<file path="config.mk">
export PLATFORM = sky130hd
export DESIGN_NAME = act_serializer
export DESIGN_NICKNAME = d
export VERILOG_FILES = /design/src/rtl/cim_pkg.sv /design/src/rtl/act_requant.sv /design/src/rtl/act_serializer.sv
export SDC_FILE = /design/constraint.sdc
export NUM_CORES = 1
export LEC_CHECK = 0
export BUFFER_PORTS_ARGS = -buffer_cell sky130_fd_sc_hd__buf_4
export CAP_MARGIN = 10
export CORE_MARGIN = 2
export CORE_UTILIZATION = 50
export DETAILED_ROUTE_END_ITERATION = 8
export PLACE_DENSITY = 0.76
export RECOVER_POWER = 25
export SYNTH_ARGS = -nofsm -noshare
export SYNTH_HDL_FRONTEND = slang
export SYNTH_HIERARCHICAL = 1
export SYNTH_SLANG_ARGS = --single-unit
</file>
<file path="constraint.sdc">
create_clock -name clk -period 1.5 [get_ports clk]
set_clock_uncertainty 0.15 [all_clocks]
set_input_delay 0.3 -clock clk [delete_from_list [all_inputs] [get_ports clk]]
set_output_delay 0.3 -clock clk [all_outputs]
set_load 0.01 [all_outputs]
</file>
<file path="src/rtl/cim_pkg.sv">
// Shared defaults and FSM encoding for the activation serializer datapath.
package cim_pkg;
    localparam int CIM_OUT_PRECISION = 6;
    localparam int CIM_DIM           = 3;
    localparam int CIM_Q_PRECISION   = 4;
    localparam int CIM_SHIFT         = 2;

    typedef enum logic {
        IDLE = 1'b0,
        SEND = 1'b1
    } ser_state_e;
endpackage

</file>
<file path="src/rtl/act_requant.sv">
// One-lane requantizer: round-half-up right shift, saturated to Q_PRECISION bits.
module act_requant #(
    parameter int OUT_PRECISION = 6,
    parameter int Q_PRECISION   = 4,
    parameter int SHIFT         = 2
) (
    input  logic [OUT_PRECISION-1:0] x_i,
    output logic [Q_PRECISION-1:0]   q_o
);
    // Wide enough for the rounded sum and for the saturation constant.
    localparam int W = (OUT_PRECISION + 1 > Q_PRECISION + 1) ? OUT_PRECISION + 1 : Q_PRECISION + 1;
    localparam logic [W-1:0] RND  = W'((1 << SHIFT) >> 1);
    localparam logic [W-1:0] MAXQ = W'((1 << Q_PRECISION) - 1);

    logic [W-1:0] sum;
    logic [W-1:0] shr;

    assign sum = W'(x_i) + RND;
    assign shr = sum >> SHIFT;
    assign q_o = (shr > MAXQ) ? MAXQ[Q_PRECISION-1:0] : shr[Q_PRECISION-1:0];
endmodule

</file>
<file path="src/rtl/act_serializer.sv">
// Requantizes captured aggregated words and streams their lanes out one per
// accepted transfer, with a one-deep pending buffer behind the active word.
module act_serializer
    import cim_pkg::*;
#(
    parameter int OUT_PRECISION = CIM_OUT_PRECISION,
    parameter int DIM           = CIM_DIM,
    parameter int Q_PRECISION   = CIM_Q_PRECISION,
    parameter int SHIFT         = CIM_SHIFT,
    parameter int LW            = (DIM > 1) ? $clog2(DIM) : 1
) (
    input  logic                         clk,
    input  logic                         rst_n,
    input  logic                         capture,
    input  logic [OUT_PRECISION*DIM-1:0] agg_in,
    input  logic                         out_ready,
    output logic                         out_valid,
    output logic [Q_PRECISION-1:0]       out_data,
    output logic [LW-1:0]                out_lane,
    output logic                         busy,
    output logic                         overflow
);
    localparam logic [LW-1:0] LAST_LANE = LW'(DIM - 1);

    logic [DIM-1:0][Q_PRECISION-1:0] req_w;
    logic [DIM-1:0][Q_PRECISION-1:0] act_q, act_d;
    logic [DIM-1:0][Q_PRECISION-1:0] pend_q, pend_d;
    logic                            pend_full_q, pend_full_d;
    logic [LW-1:0]                   lane_q, lane_d;
    logic                            ovf_q, ovf_d;
    ser_state_e                      state_q, state_d;
    logic                            fire, last;

    for (genvar k = 0; k < DIM; k++) begin : g_lane
        act_requant #(
            .OUT_PRECISION(OUT_PRECISION),
            .Q_PRECISION  (Q_PRECISION),
            .SHIFT        (SHIFT)
        ) u_requant (
            .x_i(agg_in[k*OUT_PRECISION +: OUT_PRECISION]),
            .q_o(req_w[k])
        );
    end

    assign fire = (state_q == SEND) && out_ready;
    assign last = fire && (lane_q == LAST_LANE);

    always_comb begin
        state_d     = state_q;
        act_d       = act_q;
        pend_d      = pend_q;
        pend_full_d = pend_full_q;
        lane_d      = lane_q;
        ovf_d       = 1'b0;
        unique case (state_q)
            IDLE: begin
                if (capture) begin
                    act_d   = req_w;
                    lane_d  = '0;
                    state_d = SEND;
                end
            end
            SEND: begin
                if (last) begin
                    lane_d = '0;
                    if (pend_full_q) begin
                        // Pending slot frees as it moves up, so a same-cycle capture refills it.
                        act_d = pend_q;
                        if (capture) pend_d = req_w;
                        else         pend_full_d = 1'b0;
                    end else if (capture) begin
                        act_d = req_w;
                    end else begin
                        state_d = IDLE;
                    end
                end else begin
                    if (fire) lane_d = LW'(lane_q + 1'b1);
                    if (capture) begin
                        if (!pend_full_q) begin
                            pend_d      = req_w;
                            pend_full_d = 1'b1;
                        end else begin
                            ovf_d = 1'b1;
                        end
                    end
                end
            end
            default: state_d = IDLE;
        endcase
    end

    always_ff @(posedge clk) begin
        if (!rst_n) begin
            state_q     <= IDLE;
            act_q       <= '0;
            pend_q      <= '0;
            pend_full_q <= 1'b0;
            lane_q      <= '0;
            ovf_q       <= 1'b0;
        end else begin
            state_q     <= state_d;
            act_q       <= act_d;
            pend_q      <= pend_d;
            pend_full_q <= pend_full_d;
            lane_q      <= lane_d;
            ovf_q       <= ovf_d;
        end
    end

    assign out_valid = (state_q == SEND);
    assign out_data  = act_q[lane_q];
    assign out_lane  = lane_q;
    assign busy      = (state_q == SEND) || pend_full_q;
    assign overflow  = ovf_q;
endmodule
</file>
== Word-level counts from Yosys, hierarchy flattened ==
Cells that the tools add are included.

* Flip-flop bits (word level): 29
* Output and inout bits: 9

* Reduce and logical (&&, ||, !) cells: 8
* Add/subtract/negate cells: 4
* Mux-type cells: 26
* Eq/ne operators: 7
* Magnitude comparators: 4
* Bitwise gates (word level): 3

{| class="wikitable"
|+ Operators with widths
! operator !! number
|-
| $mux 12 || 8
|-
| $pmux 12 s2 || 1
|-
| $add 6x2->7 const B || 3
|-
| $mux 4 || 4
|-
| $gt 5x4->1 const B || 3
|-
| $bmux 4 s2 || 1
|-
| $mux 1 || 7
|-
| $mux 2 || 3
|-
| $ne 2x2->1 const B || 3
|-
| $reduce_and 5->1 || 1
|-
| $ne 2x1->1 const B || 2
|-
| $pmux 2 s2 || 1
|-
| $reduce_and 2->1 || 2
|-
| $reduce_or 4->1 || 1
|-
| $lt 2x3->1 const B || 1
|-
| $ne 3x1->1 const B || 1
|-
| $not 1->1 || 3
|-
| $add 2x1->2 const B || 1
|-
| $eq 2x2->1 const B || 1
|-
| $logic_and 1x1->1 || 2
|-
| $pmux 1 s2 || 1
|-
| $reduce_bool 2->1 || 1
|-
| $logic_or 1x1->1 || 1
|}

== Depth between registers and ports, before layout ==
Gate-level depths: netlist (run 1).

* Depth in word-level cells: 7
* Depth in mapped cells: 5

== Cells and area by module ==
Netlist (run 1), hierarchy kept.

{| class="wikitable"
|+ By module, submodules not included
! module !! cells an instance !! area an instance (um^2) !! times used
|-
| act_serializer || 169 || 1422.6 || 1
|-
| act_requant || 13 || 97.6 || 3
|}

== Worst setup path before layout (run 1) ==
OpenSTA, ideal clock, no wires.

* Path type: reg-to-reg
* From: reg lane_q[1], in the netlist out_lane[1]
* To: reg pend_q[0] (netlist bit)
* Arrival: 1.377 ns
* Path slack: -0.098 ns
* Path buffers: 2
* Stages on the path, launching flop included: 6
* Required time: 1.278 ns
* Period minus slack after synthesis: 1.598 ns
* Path through: dfxtp_1 -> buf_4 -> and3b_4 -> mux2i_4 -> buf_8 -> mux2i_1

* Cells in the longest elaborated chain, start to end: 4
* Elaborated cells on any way between the ends: 7

{| class="wikitable"
|+ RTL lines
! item !! RTL line !! source
|-
| from (decl) || act_serializer.sv:29 || <nowiki>logic [LW-1:0] lane_q, lane_d;</nowiki>
|-
| from (signal assigned) || act_serializer.sv:105 || <nowiki>lane_q <= lane_d;</nowiki>
|-
| $eq 2x2->1 * || act_serializer.sv:46 || <nowiki>assign last = fire && (lane_q == LAST_LANE);</nowiki>
|-
| $logic_and 1x1->1 * || act_serializer.sv:46 ||
|-
| $ne 2x1->1 (no source line), or another cell as far along || n/a ||
|-
| $reduce_and 5->1 (no source line) || n/a ||
|-
| to (signal assigned) || act_serializer.sv:103 || <nowiki>pend_q <= pend_d;</nowiki>
|-
| to (decl) || act_serializer.sv:27 || <nowiki>logic [DIM-1:0][Q_PRECISION-1:0] pend_q, pend_d;</nowiki>
|}

Every way passes the cells marked *; elsewhere a longest branch is shown, timed or not.
A chain may end at the register's enable or synchronous reset.

== Worst setup path in the final report (run 1) ==
* From: reg lane_q[1], in the netlist out_lane[1]
* To: out out_data[0]

* Cells in the longest elaborated chain, start to end: 2

{| class="wikitable"
|+ RTL lines
! item !! RTL line !! source
|-
| $bmux 4 s2 || act_serializer.sv:111 || <nowiki>assign out_data = act_q[lane_q];</nowiki>
|-
| $mux 4 (not written as such) || act_serializer.sv:111 ||
|-
| to (decl) || act_serializer.sv:18 || <nowiki>output logic [Q_PRECISION-1:0] out_data,</nowiki>
|}

Every way passes these cells. The select of a mux whose other input is x is not followed.

==> results of run 1 <==
-- routing by layer --
| layer | up-vias | GRT usage [%] | wire length (um) |
|---|---|---|---|
| met3 | 11 | 6.67 | 256 |
| li1 | 879 | - | - |
| met2 | 68 | 42.2 | 2360 |
| met4 | 0 | 11.7 | 97 |
| met5 | - | 0 | 0 |
| met1 | 835 | 28.8 | 2020 |
-- what timing repair did --
item / 4_1_cts / 5_1_grt
pin swaps: 2 / 6
endpoints found under the setup margin: 30 / 32
gates resized for setup: 28 / 13
setup buffers: 7 / 4
cloned: 2 / 0
-- logic make-up (layout without fill, tap and decap cells) --
family / count (synthesis) / in the layout / synth area share [%]
simple gates: 85 / 85 / 24.4
compound gates: 51 / 51 / 20.2
mux: 21 / 21 / 13.9
flops: 29 / 29 / 33.8
buf+inv: 19 / 78 / 5.47
fa+ha+maj: 3 / 3 / 2.19
-- cells in the mapped netlist --
cell type / count
nand2_1: 46
dfxtp_1: 29
a31oi_1: 18
mux2i_1: 17
and3_1: 12
o32ai_1: 12
clkbuf_1: 9
nor2_1: 8
a21oi_1: 7
o21ai_0: 5
buf_2: 4
nand4_1: 4
a21boi_0: 3
and2_2: 3
ha_1: 3
mux2_4: 3
nand2b_1: 3
nand3_2: 3
o21bai_1: 3
a32oi_1: 2
clkbuf_2: 2
inv_1: 2
nand3b_1: 2
and3b_4: 1
buf_4: 1
buf_8: 1
mux2i_4: 1
nand3_1: 1
nor2b_1: 1
o22ai_1: 1
or2_2: 1
-- tightest hold or removal path, cell delays in order --
cell	delay, ns
buf_4	0.14
nand4_1	0.08
nor2_1	0.04
-- path summary, 6_finish.rpt --
kind,startpoint,endpoint,cells after the start
max,out_lane[1],out_data[0],5
min,capture,overflow,3
max reg2reg,out_lane[0],pend_q[4],6
min reg2reg,pend_q[8],pend_q[8],2
-- layout make-up --
type | count | share of cell area (%)
Multi-Input combinational cell | 160 | 46.0
Timing Repair Buffer | 68 | 24.9
Clock inverter | 2 | 0.413
Sequential cell | 29 | 24.3
Inverter | 2 | 0.310
Tap cell | 46 | 2.38
Clock buffer | 6 | 1.70
-- report_power, final --
part           total (uW)  internal [uW]  switching, uW  leakage (uW)
registers             856            819           36.8      0.000239
clock network         465            178            287     0.0000320
logic                 523            269            253      0.000753
total                1840           1270            577       0.00102
-- state kept, by name (all words and copies together), names as in the netlist --
name,flops
pend_q,12
act_q,12
pend_full_q,1
out_valid,1
out_lane,2
overflow,1
-- stage by stage --
| step | util [%] | total power (uW) |
|---|---|---|
| 2_1_floorplan | - | 1100 |
| 3_3_place_gp | 64.1 | 1280 |
| 3_5_place_dp | 64.1 | 1290 |
| 4_1_cts | 71.0 | 1810 |
| 5_1_grt | 73.2 | 1940 |
| 6_report | 73.2 | 1840 |
==> qor.yml, run 1 <==
cp.arrival_ns: 1.30
avgSynthCellArea_um2: 8.25
antenna_found_initial: 0
antenna_cells: 0
dr.pass1.iters: 4
cts.reportedPaths.clkPinSlew_ns: 0.10
hpwlAfterDp_um: 2880
hold_ws_ns: 0.108
drv_cap: 0
die_w_um: 62.6
gp_congestion: 0.834
numPlacedInstances: 293
critPathMaxStageDelay_ns: 0.36
yosys_warnings: 6
rsz0062_at_grt: "yes"
grt_usage_pct: 24.8
violations: "setup timing"
cp-end-kind: "output port"
clk_latency_ns: 0.33
initial_core_util_pct: 51.8
critPathTopFamily: "flip-flops"
rows: 21
status: "finished, violations left"
cts_root_buf: "clkbuf_4"
ys_seq_area_share_pct: 33.8
synth_top_cell_by_area: "dfxtp_1"
grt_max_degree: 39
crit_chain: "buf_4 -> nor2b_4 -> nand2_1 -> o21ai_1 -> buf_4"
grt_pass1_wl_um: 7640
max_freq_mhz: 572
start_kind: "register"
layout_commonest_cell: "buf_4"
ys_seq_elements: 29
slowest_stage: "dfxtp_4"
path_common_cell: "buf_4"
drive_gt1_share_pct: 39.0
fin_tns_setup_ns: -3.27
rrSetupSlack_ns: -0.15
via_per_inst: 5.73
synth.area.top_cells: "dfxtp_1, nand2_1, mux2i_1"
syn-cell-area_um2: 1720
worstPathRequired_ns: 1.05
ant_nets: 0
finalInstanceArea_um2: 2420
via_count: 1793
drcViolationCount: 0
hp-class: "input pin to register"
nFillCells: 240
final_cell_mix: "buf_4, nand2_1, dfxtp_1"
first_iter_violations: 174
grt_pass1_vias: 1685
cts.sinks: 29
max-vdd-ir-drop_mv: 0.422
drt-total-wl_um: 4730
tightest_slew_ns: 0.372
die_area_um2: 3920
finalCriticalPeriod_ns: 1.75
layout.cells.non_filler: 313
nets: 291
dp_slack_ns: -0.172
setup_viol: 32
worstPathMaxFanout: 5
p_per_area_nw_per_um2: 761
drv_slew: 0
syn_inst: 208
hold_viol: 0
die_h_um: 62.6
p_leak_uw: 0.00102
core_um2: 3310
grt.overflow.total: 0
area.sequential_um2: 588
htreeDepth: 2
slew_headroom_pct: 75.2
synth_top_area_share_pct: 33.8
multi_input_area_um2: 1110
cts_tree: "built"
crit_type: "register to output port"
cts.path.max_buffers: 2
min_period_over_period_pct: 117
numCtsBuffers: 5
synth_cell_types: 31
syn_nets: 233
syn_to_final_growth_pct: 41.2
critPathBufInv: 2
wl_per_cell_um: 15.1
dpl_cell_area_um2: 2120
postLayoutSetupSlackWorst_ns: -0.249
ioPinCount: 31
cts_hold_buf: 0
portBuffers: 27
(Power assumes the default switching activity.)
==> run 2, diff against run 1 <==
--- a/config.mk
+++ b/config.mk
@@ -10,6 +10,7 @@
 export CORE_MARGIN = 2
 export CORE_UTILIZATION = 50
 export DETAILED_ROUTE_END_ITERATION = 8
+export MAX_ROUTING_LAYER = met4
 export PLACE_DENSITY = 0.76
 export RECOVER_POWER = 25
 export SYNTH_ARGS = -nofsm -noshare
==> qor.yml, run 2 (synthesized netlist as in run 1, its figures left out) <==
cts.path.max_buffers: 2  # unchanged
drv_slew: 0  # unchanged
dr.pass1.iters: 5  # +1
critPathMaxStageDelay_ns: 0.36  # about the same
worstPathRequired_ns: 1.05  # about the same
status: "finished, violations left"
ant_nets: 0  # unchanged
hp-class: "input pin to register"
max-vdd-ir-drop_mv: 0.419  # -0.69%
tightest_slew_ns: 0.366  # -0.00566 ns
drt-total-wl_um: 4710  # -0.57%
syn_to_final_growth_pct: 41.2  # unchanged
grt_pass1_wl_um: 7620  # -0.18%
initial_core_util_pct: 51.8  # unchanged
layout.cells.non_filler: 313  # unchanged
antenna_found_initial: 0  # unchanged
cts.reportedPaths.clkPinSlew_ns: 0.10  # about the same
grt_max_degree: 39  # unchanged
path_common_cell: "buf_4"
grt_pass1_vias: 1694  # +0.53%
crit_type: "register to output port"
ioPinCount: 31  # unchanged
htreeDepth: 2  # unchanged
p_per_area_nw_per_um2: 761  # about the same
nets: 291  # unchanged
cts.sinks: 29  # unchanged
numPlacedInstances: 293  # unchanged
grt.overflow.total: 0  # unchanged
first_iter_violations: 173  # -0.57%
slowest_stage: "dfxtp_4"
cp.arrival_ns: 1.29  # about the same
via_count: 1803  # +0.56%
layout_commonest_cell: "buf_4"
max_freq_mhz: 574  # +0.37%
worstPathMaxFanout: 5  # unchanged
final_cell_mix: "buf_4, nand2_1, dfxtp_1"
slew_headroom_pct: 75.5  # +0.26 points
drive_gt1_share_pct: 39.0  # unchanged
drcViolationCount: 0  # unchanged
die_h_um: 62.6  # unchanged
violations: "setup timing"
postLayoutSetupSlackWorst_ns: -0.242  # +0.00638 ns
antenna_cells: 0  # unchanged
die_w_um: 62.6  # unchanged
wl_per_cell_um: 15.0  # -0.57%
cts_tree: "built"
portBuffers: 27  # unchanged
drv_cap: 0  # unchanged
cp-end-kind: "output port"
crit_chain: "buf_4 -> nor2b_4 -> nand2_1 -> o21ai_1 -> buf_4"
clk_latency_ns: 0.34  # about the same
rsz0062_at_grt: "yes"
via_per_inst: 5.76  # +0.56%
grt_usage_pct: 25.5  # +0.70 points
min_period_over_period_pct: 116  # -0.43 points
cts_root_buf: "clkbuf_4"
gp_congestion: 0.847  # +1.5%
setup_viol: 32  # unchanged
numCtsBuffers: 5  # unchanged
p_leak_uw: 0.00102  # unchanged
hold_ws_ns: 0.105  # -0.00266 ns
die_area_um2: 3920  # unchanged
hold_viol: 0  # unchanged
hpwlAfterDp_um: 2880  # unchanged
finalCriticalPeriod_ns: 1.74  # -0.00638 ns
rows: 21  # unchanged
start_kind: "register"
core_um2: 3310  # unchanged
-- run 2: cell counts in the layout (fill, tap and decap cells not counted) --
Identical to the previous run, type by type.
-- run 2: per-stage QoR --
step / utilization, % / TNS, ns / setup slack, ns / total power, uW / area, um^2
after global routing: 73.2 / -4.58 / -0.310 / 1950 / 2420
after floorplan: - / -0.328 / -0.0328 / 1100 / 1720
after detailed placement: 64.1 / -2.67 / -0.172 / 1290 / 2120
after global placement: 64.1 / -2.39 / -0.169 / 1280 / 2120
after CTS: 71.0 / -2.80 / -0.228 / 1810 / 2350
final: 73.2 / -3.31 / -0.242 / 1840 / 2420
-- run 2: per-layer routing --
layer,vias up,global-route usage [%],wire [um]
li1,879,-,-
met1,851,28.7,2000
met2,63,42.3,2370
met3,10,6.67,237
met4,0,11.7,98
met5,-,-,0
-- run 2: final timing paths --
| path | startpoint | endpoint | slack (ns) | cells past startpoint |
|---|---|---|---|---|
| min | capture | overflow | 0.11 | 3 |
| min reg2reg | pend_q[8] | pend_q[8] | 0.31 | 2 |
| max reg2reg | out_lane[0] | pend_q[0] | -0.15 | 6 |
| max | out_lane[1] | out_data[0] | -0.24 | 5 |
-- run 2: cell type report --
class                           count  area [um^2]
Clock inverter                      2         10.0
Multi-Input combinational cell    160         1110
Clock buffer                        6         41.3
Timing Repair Buffer               68          604
Sequential cell                    29          588
Tap cell                           46         57.6
Inverter                            2         7.51
Fill cell                         240          888
-- run 2: critical path: cells and delay by family (launching register included) --
family,cells,cell delay (ns)
AO/OA/AOI/OAI,1,0.08
buffers and inverters,2,0.28
flip-flops,1,0.36
AND/OR/NAND/NOR,2,0.23
-- run 2: repair_timing --
item                                    in CTS  in global routing
endpoints found under the setup margin      30                 32
gates cloned                                 2                  0
hold buffers                                 0                  0
gates resized for setup                     28                 13
setup buffers                                7                  4
hold endpoints to repair                     0                  0
pin swaps                                    2                  6
-- run 2: power by group --
group / switching, uW / internal, uW / leakage, uW
Sequential: 36.9 / 819 / 0.000239
Combinational: 252 / 269 / 0.000753
Clock: 287 / 178 / 0.0000320
Total: 576 / 1270 / 0.00102
